==> config.mk <==
export PLATFORM = sky130hd
export DESIGN_NAME = uart_transmit_flat
export DESIGN_NICKNAME = d
export VERILOG_FILES = /design/src/rtl/uart_pkg.sv /design/src/rtl/uart_transmit_if.sv /design/src/rtl/uart_baud_tick.sv /design/src/rtl/uart_transmit.sv /design/src/flat_wrapper.sv
export SDC_FILE = /design/constraint.sdc
export NUM_CORES = 1
export LEC_CHECK = 0
export ABC_AREA = 1
export CAP_MARGIN = 20
export CORE_ASPECT_RATIO = 1.75
export CORE_UTILIZATION = 49
export CTS_CLUSTER_SIZE = 20
export DETAILED_ROUTE_END_ITERATION = 8
export MAX_ROUTING_LAYER = met4
export PLACE_DENSITY = 0.69
export SYNTH_ARGS = -nofsm -noshare
export SYNTH_HDL_FRONTEND = slang
export SYNTH_HIERARCHICAL = 1
export SYNTH_SLANG_ARGS = --single-unit
export TNS_END_PERCENT = 100
==> constraint.sdc <==
create_clock -name clk -period 3.6 [get_ports clk]
set_clock_uncertainty 0.15 [all_clocks]
set_input_delay 0.54 -clock clk [delete_from_list [all_inputs] [get_ports clk]]
set_output_delay 0.54 -clock clk [all_outputs]
set_load 0.05 [all_outputs]
==> src/rtl/uart_pkg.sv <==
// uart_pkg: shared types and constants for the UART transmitter
//   state_t    - transmit FSM state encoding
//   FRAME_BITS - bits per frame (start + 8 data + stop)
//   bit_cycles - clock cycles per serial bit from clock and baud rate
package uart_pkg;

    typedef enum logic [1:0] {
        IDLE,
        START,
        DATA,
        STOP
    } state_t;

    localparam int FRAME_BITS = 10;

    function automatic int bit_cycles(input int clock_freq, input int baud_rate);
        return clock_freq / baud_rate;
    endfunction

endpackage

==> src/rtl/uart_transmit_if.sv <==
// uart_transmit_if: byte handshake between a producer and the UART transmitter
//   DataIn      - byte offered by the producer
//   DataInValid - producer offers DataIn this cycle
//   DataInReady - transmitter can take a byte this cycle
//   master modport: producer side; slave modport: transmitter side
interface uart_transmit_if;

    logic [7:0] DataIn;
    logic       DataInValid;
    logic       DataInReady;

    modport master (output DataIn, output DataInValid, input DataInReady);
    modport slave  (input DataIn, input DataInValid, output DataInReady);

endinterface

==> src/rtl/uart_baud_tick.sv <==
// uart_baud_tick: bit-period counter producing a one-cycle tick per serial bit
//   clk     - system clock
//   reset_n - asynchronous active-low reset
//   clear   - restart the count from 0 on the next edge
//   tick    - high during the last cycle of each bit period
module uart_baud_tick #(
    parameter int BIT_CYCLES = 434
) (
    input  logic clk,
    input  logic reset_n,
    input  logic clear,
    output logic tick
);

    localparam int CW = $clog2(BIT_CYCLES);

    logic [CW-1:0] count;

    assign tick = count == CW'(BIT_CYCLES - 1);

    always_ff @(posedge clk or negedge reset_n) begin
        if (!reset_n) count <= '0;
        else          count <= (clear || tick) ? '0 : count + CW'(1);
    end

endmodule

==> src/rtl/uart_transmit.sv <==
// uart_transmit: 8N1 UART transmitter with a one-byte holding register
//   clk     - system clock
//   reset_n - asynchronous active-low reset
//   bus     - byte handshake (slave side): DataIn, DataInValid, DataInReady
//   SOut    - serial line, idle high, driven from a flop
//   Busy    - a frame is in progress or a byte is waiting in the hold register
module uart_transmit
    import uart_pkg::*;
#(
    parameter int CLOCK_FREQ = 50_000_000,
    parameter int BAUD_RATE  = 115_200
) (
    input  logic           clk,
    input  logic           reset_n,
    uart_transmit_if.slave bus,
    output logic           SOut,
    output logic           Busy
);

    localparam int BIT_CYCLES = bit_cycles(CLOCK_FREQ, BAUD_RATE);

    if (BIT_CYCLES < 2) begin : g_bad_rate
        $error("uart_transmit: CLOCK_FREQ / BAUD_RATE must be at least 2");
    end

    state_t                state;
    logic [FRAME_BITS-1:0] shift;
    logic [2:0]            idx;
    logic [7:0]            hold_data;
    logic                  hold_valid;
    logic                  tick;
    logic                  accept;
    logic                  load;

    assign bus.DataInReady = !hold_valid;
    assign accept          = bus.DataInValid && !hold_valid;
    // Hold moves to the shifter from IDLE, or straight at the end of a stop bit
    // so back-to-back frames have no idle gap.
    assign load            = hold_valid && (state == IDLE || (state == STOP && tick));
    assign Busy            = state != IDLE || hold_valid;

    uart_baud_tick #(.BIT_CYCLES(BIT_CYCLES)) u_baud_tick (
        .clk     (clk),
        .reset_n (reset_n),
        .clear   (load),
        .tick    (tick)
    );

    // The shifter always presents the current bit in shift[0]; SOut registers it
    // one cycle behind the state so the line never glitches.
    always_ff @(posedge clk or negedge reset_n) begin
        if (!reset_n) begin
            state      <= IDLE;
            shift      <= '1;
            idx        <= '0;
            hold_data  <= '0;
            hold_valid <= 1'b0;
            SOut       <= 1'b1;
        end else begin
            SOut       <= state == IDLE || shift[0];
            hold_valid <= accept || (hold_valid && !load);
            if (accept) hold_data <= bus.DataIn;
            if (load) begin
                shift <= {1'b1, hold_data, 1'b0};
                idx   <= '0;
                state <= START;
            end else if (tick && state != IDLE) begin
                shift <= {1'b1, shift[FRAME_BITS-1:1]};
                case (state)
                    START: begin
                        idx   <= '0;
                        state <= DATA;
                    end
                    DATA: begin
                        if (idx == 3'd7) state <= STOP;
                        else             idx   <= idx + 3'd1;
                    end
                    default: state <= IDLE;
                endcase
            end
        end
    end

endmodule

==> src/flat_wrapper.sv <==
// flat-port wrapper written by rule: the top's interface ports become plain ports
module uart_transmit_flat import uart_pkg::*;
#(
    parameter int CLOCK_FREQ = 50_000_000,
    parameter int BAUD_RATE  = 115_200
)
  (clk, reset_n, SOut, Busy, bus_DataIn, bus_DataInValid, bus_DataInReady);
  uart_transmit_if bus_i ();
  input  logic clk;
  input  logic reset_n;
  output logic SOut;
  output logic Busy;
  input wire logic [$bits(bus_i.DataIn)-1:0] bus_DataIn;
  input wire logic [$bits(bus_i.DataInValid)-1:0] bus_DataInValid;
  output wire logic [$bits(bus_i.DataInReady)-1:0] bus_DataInReady;
  assign bus_i.DataIn = bus_DataIn;
  assign bus_i.DataInValid = bus_DataInValid;
  assign bus_DataInReady = bus_i.DataInReady;
  uart_transmit #(.CLOCK_FREQ(CLOCK_FREQ), .BAUD_RATE(BAUD_RATE)) u_core (.clk(clk), .reset_n(reset_n), .bus(bus_i), .SOut(SOut), .Busy(Busy));
endmodule
==> impl_results.md <==
- Hold path startpoint: u_core/shift[0]
- Htree depth: 2
- Peak supply drop: 0.3511 mV
- Clk buf depth: 2
- Nets@finish: 222
- Synth warn: 6
- Total track usage: 0.2100
- Prevailing post-synth register cell: dfrtp_1
- Mapped Avg Cell Area: 9.124 um^2
- Final ANT Viol Nets: 0
- Vias: 1241
- RSZ-0062 raised after global routing: no
- Post-place setup slack: 1.255 ns
- Post-place instance area: 0.001846 mm^2
- Final hold vios: 0
- Final critical-path setup slack: 0.9272 ns
- Number of DRC markers in iteration 0: 26
- CTS tree: done
- Startpoint types: flop
- FMAX: 0.3741 GHz
- CP Launch Point: u_core/state[0]
- Area Overhead vs Synth: 16.23%
- Post-synthesis instance total: 185
- Yosys reg bits: 33
- R2r setup slk: 1.44 ns
- Vias per Instance: 5.024
- Pin count of the biggest net entering global routing: 34
- Outcome: finished clean
- Average wire per cell in the routed design: 12.98 um
- Post-Route WL: 3.207 mm
- Max-cap viol count: 0
- Fraction of layout cells with a size suffix above 1: 0.2108
- Cell area after layout: 0.001962 mm^2
- Register area share after synthesis: 0.4967
- Post-Synthesis Cell Area: 0.001688 mm^2
- Tmin final: 2.673 ns
- Core Region: 0.003209 mm^2
- First-pass iteration count of the detailed router: 4
- Setup CP Type: flop to output port
- Root Driver: clkbuf_8
- Clk pin slew, worst setup/hold paths: 0.06 ns
- CP Capture Type: output port
- Final cycle utilization of the critical path: 0.7424
- Dpl hpwl: 2.324 mm
- Power Density: 429.6 mW/mm^2
- Leak pwr: 0.9165 nW
- Synth cell types: 27
- Setup tns final: 0 ns
- Tot Pwr: 0.0008429 W
- Maximum fanout along the worst path: 3
- I/O pin total: 14
- Req. time, crit path: 2.91 ns
- Fill cells: 295
- Std-Cell Rows: 27
- Vias in the first global route: 1242
- Worst R2R Start: u_core/u_baud_tick/count[0]
- Rel. slew slack: 0.6703
- Die Y-Extent: 79.64 um
- DRC: 0
- Worst-Margin Slew: 0.4930 ns
- Final Setup Violations: 0
- Clock sinks: 33
- Number of I/O port buffers: 13
- Post-CTS Setup Bufs: 0
- Max Transition Viols Final: 0
- Share of async-settable or async-resettable flops after synthesis: 1.000
- Die Area: 0.003693 mm^2
- TritonCTS Buffers: 5
- Final core utilization: 0.6113
- Clock insertion delay at the later pin of the skew report: 0.29 ns
- Global route total overflow: 0
- EDFF count, synth: 0
- Initial antenna violation count: 0
- First-pass GRT wire length: 5.347 mm
- CTS Hold Bufs: 0
- Starting Density: 0.5259
- Post-cts sizing count: 0
- N_diodes: 0
- Routability Congestion: 0.7750
- Min-Delay Path Class: flop to flop
- Worst endpoint data arrival time: 1.98 ns
- Syn nets: 204
- Chip Width: 46.37 um
==> state kept, by name (all words and copies together) (netlist names) <==
| register | cells |
|---|---|
| u_core/shift | 9 |
| u_core/u_baud_tick/count | 9 |
| u_core/hold_data | 8 |
| u_core/idx | 3 |
| u_core/state | 2 |
| u_core/SOut | 1 |
| u_core/hold_valid | 1 |
==> through the flow <==
step           hold slack, ns  instances
6_report               0.3269        247
5_1_grt                0.3570        247
4_1_cts                0.3302        247
3_5_place_dp           0.3179        239
3_3_place_gp           0.3096        239
2_1_floorplan         0.09441        185
==> per-layer routing <==
metal,wire [um],track usage,part of all wire
met1,1239,0.2180,0.39
met2,1810,0.3514,0.56
met3,81,0.05430,0.025
met4,75,0.09706,0.023
met5,0,-,0
==> area by class of cell <==
| cell class | instances | area (um^2) | area share |
|---|---|---|---|
| multi-input cells | 128 | 732.0 | 0.3731 |
| flip-flops and latches | 33 | 838.3 | 0.4273 |
| well taps | 43 | 53.80 | 0.02742 |
| repair buffers | 14 | 137.6 | 0.07015 |
| clock inverters | 1 | 30.03 | 0.01531 |
| inverters | 21 | 83.83 | 0.04273 |
| clock buffers | 7 | 86.33 | 0.04401 |
==> cell usage in the layout, fill, tap and decap left out, types with 2 or more instances in the layout <==
cell type,synthesis,final
a21oi_1,16,16
clkbuf_8,0,6
clkdlybuf4s50_1,0,13
dfrtp_1,23,23
dfstp_2,10,10
ha_1,8,8
inv_1,16,16
inv_2,4,4
mux2_2,8,8
nand2_1,42,42
nand2_2,4,4
nand3_1,10,10
nor2_1,25,25
xnor2_1,2,2
==> power breakdown <==
part            total, W  internal, W  switching [W]
logic          0.0000614    0.0000369      0.0000245
registers       0.000423     0.000405      0.0000181
clock network   0.000358     0.000225       0.000133
==> kinds of logic after synthesis <==
family | share of synthesized area
AOI/OAI and AO/OA | 0.08822
xor gates and xnor gates | 0.01557
adders and majority gates | 0.05931
buffers and inverters | 0.06968
DFF | 0.4967
muxes | 0.05338
and+or+nand+nor | 0.2172
==> final timing paths <==
check | depth (start not counted) | end
max in group asynchronous | 2 | u_core/shift[8]
max reg2reg | 12 | u_core/u_baud_tick/count[3]
max | 4 | Busy
min reg2reg | 2 | u_core/SOut
min in group asynchronous | 2 | u_core/idx[0]
min | 2 | u_core/SOut
==> synthesized netlist by cell type (2+ instances only) <==
library cell | n | share of area
dfstp_2 | 10 | 0.16
dfrtp_1 | 23 | 0.34
buf_6 | 3 | 0.020
mux2_2 | 8 | 0.053
nand3_1 | 10 | 0.030
nor2_1 | 25 | 0.056
nand2_1 | 42 | 0.093
nand2_2 | 4 | 0.015
a21oi_1 | 16 | 0.047
inv_2 | 4 | 0.0089
inv_1 | 16 | 0.036
xnor2_1 | 2 | 0.010
ha_1 | 8 | 0.059
==> worst max-delay path: stages (launching register included) <==
cell and delay (ns):
dfrtp_1 0.40, inv_1 0.10, ha_1 0.27, nand2_2 0.12, clkdlybuf4s50_1 0.80
Note: power is estimated with default switching activity, not from simulation.
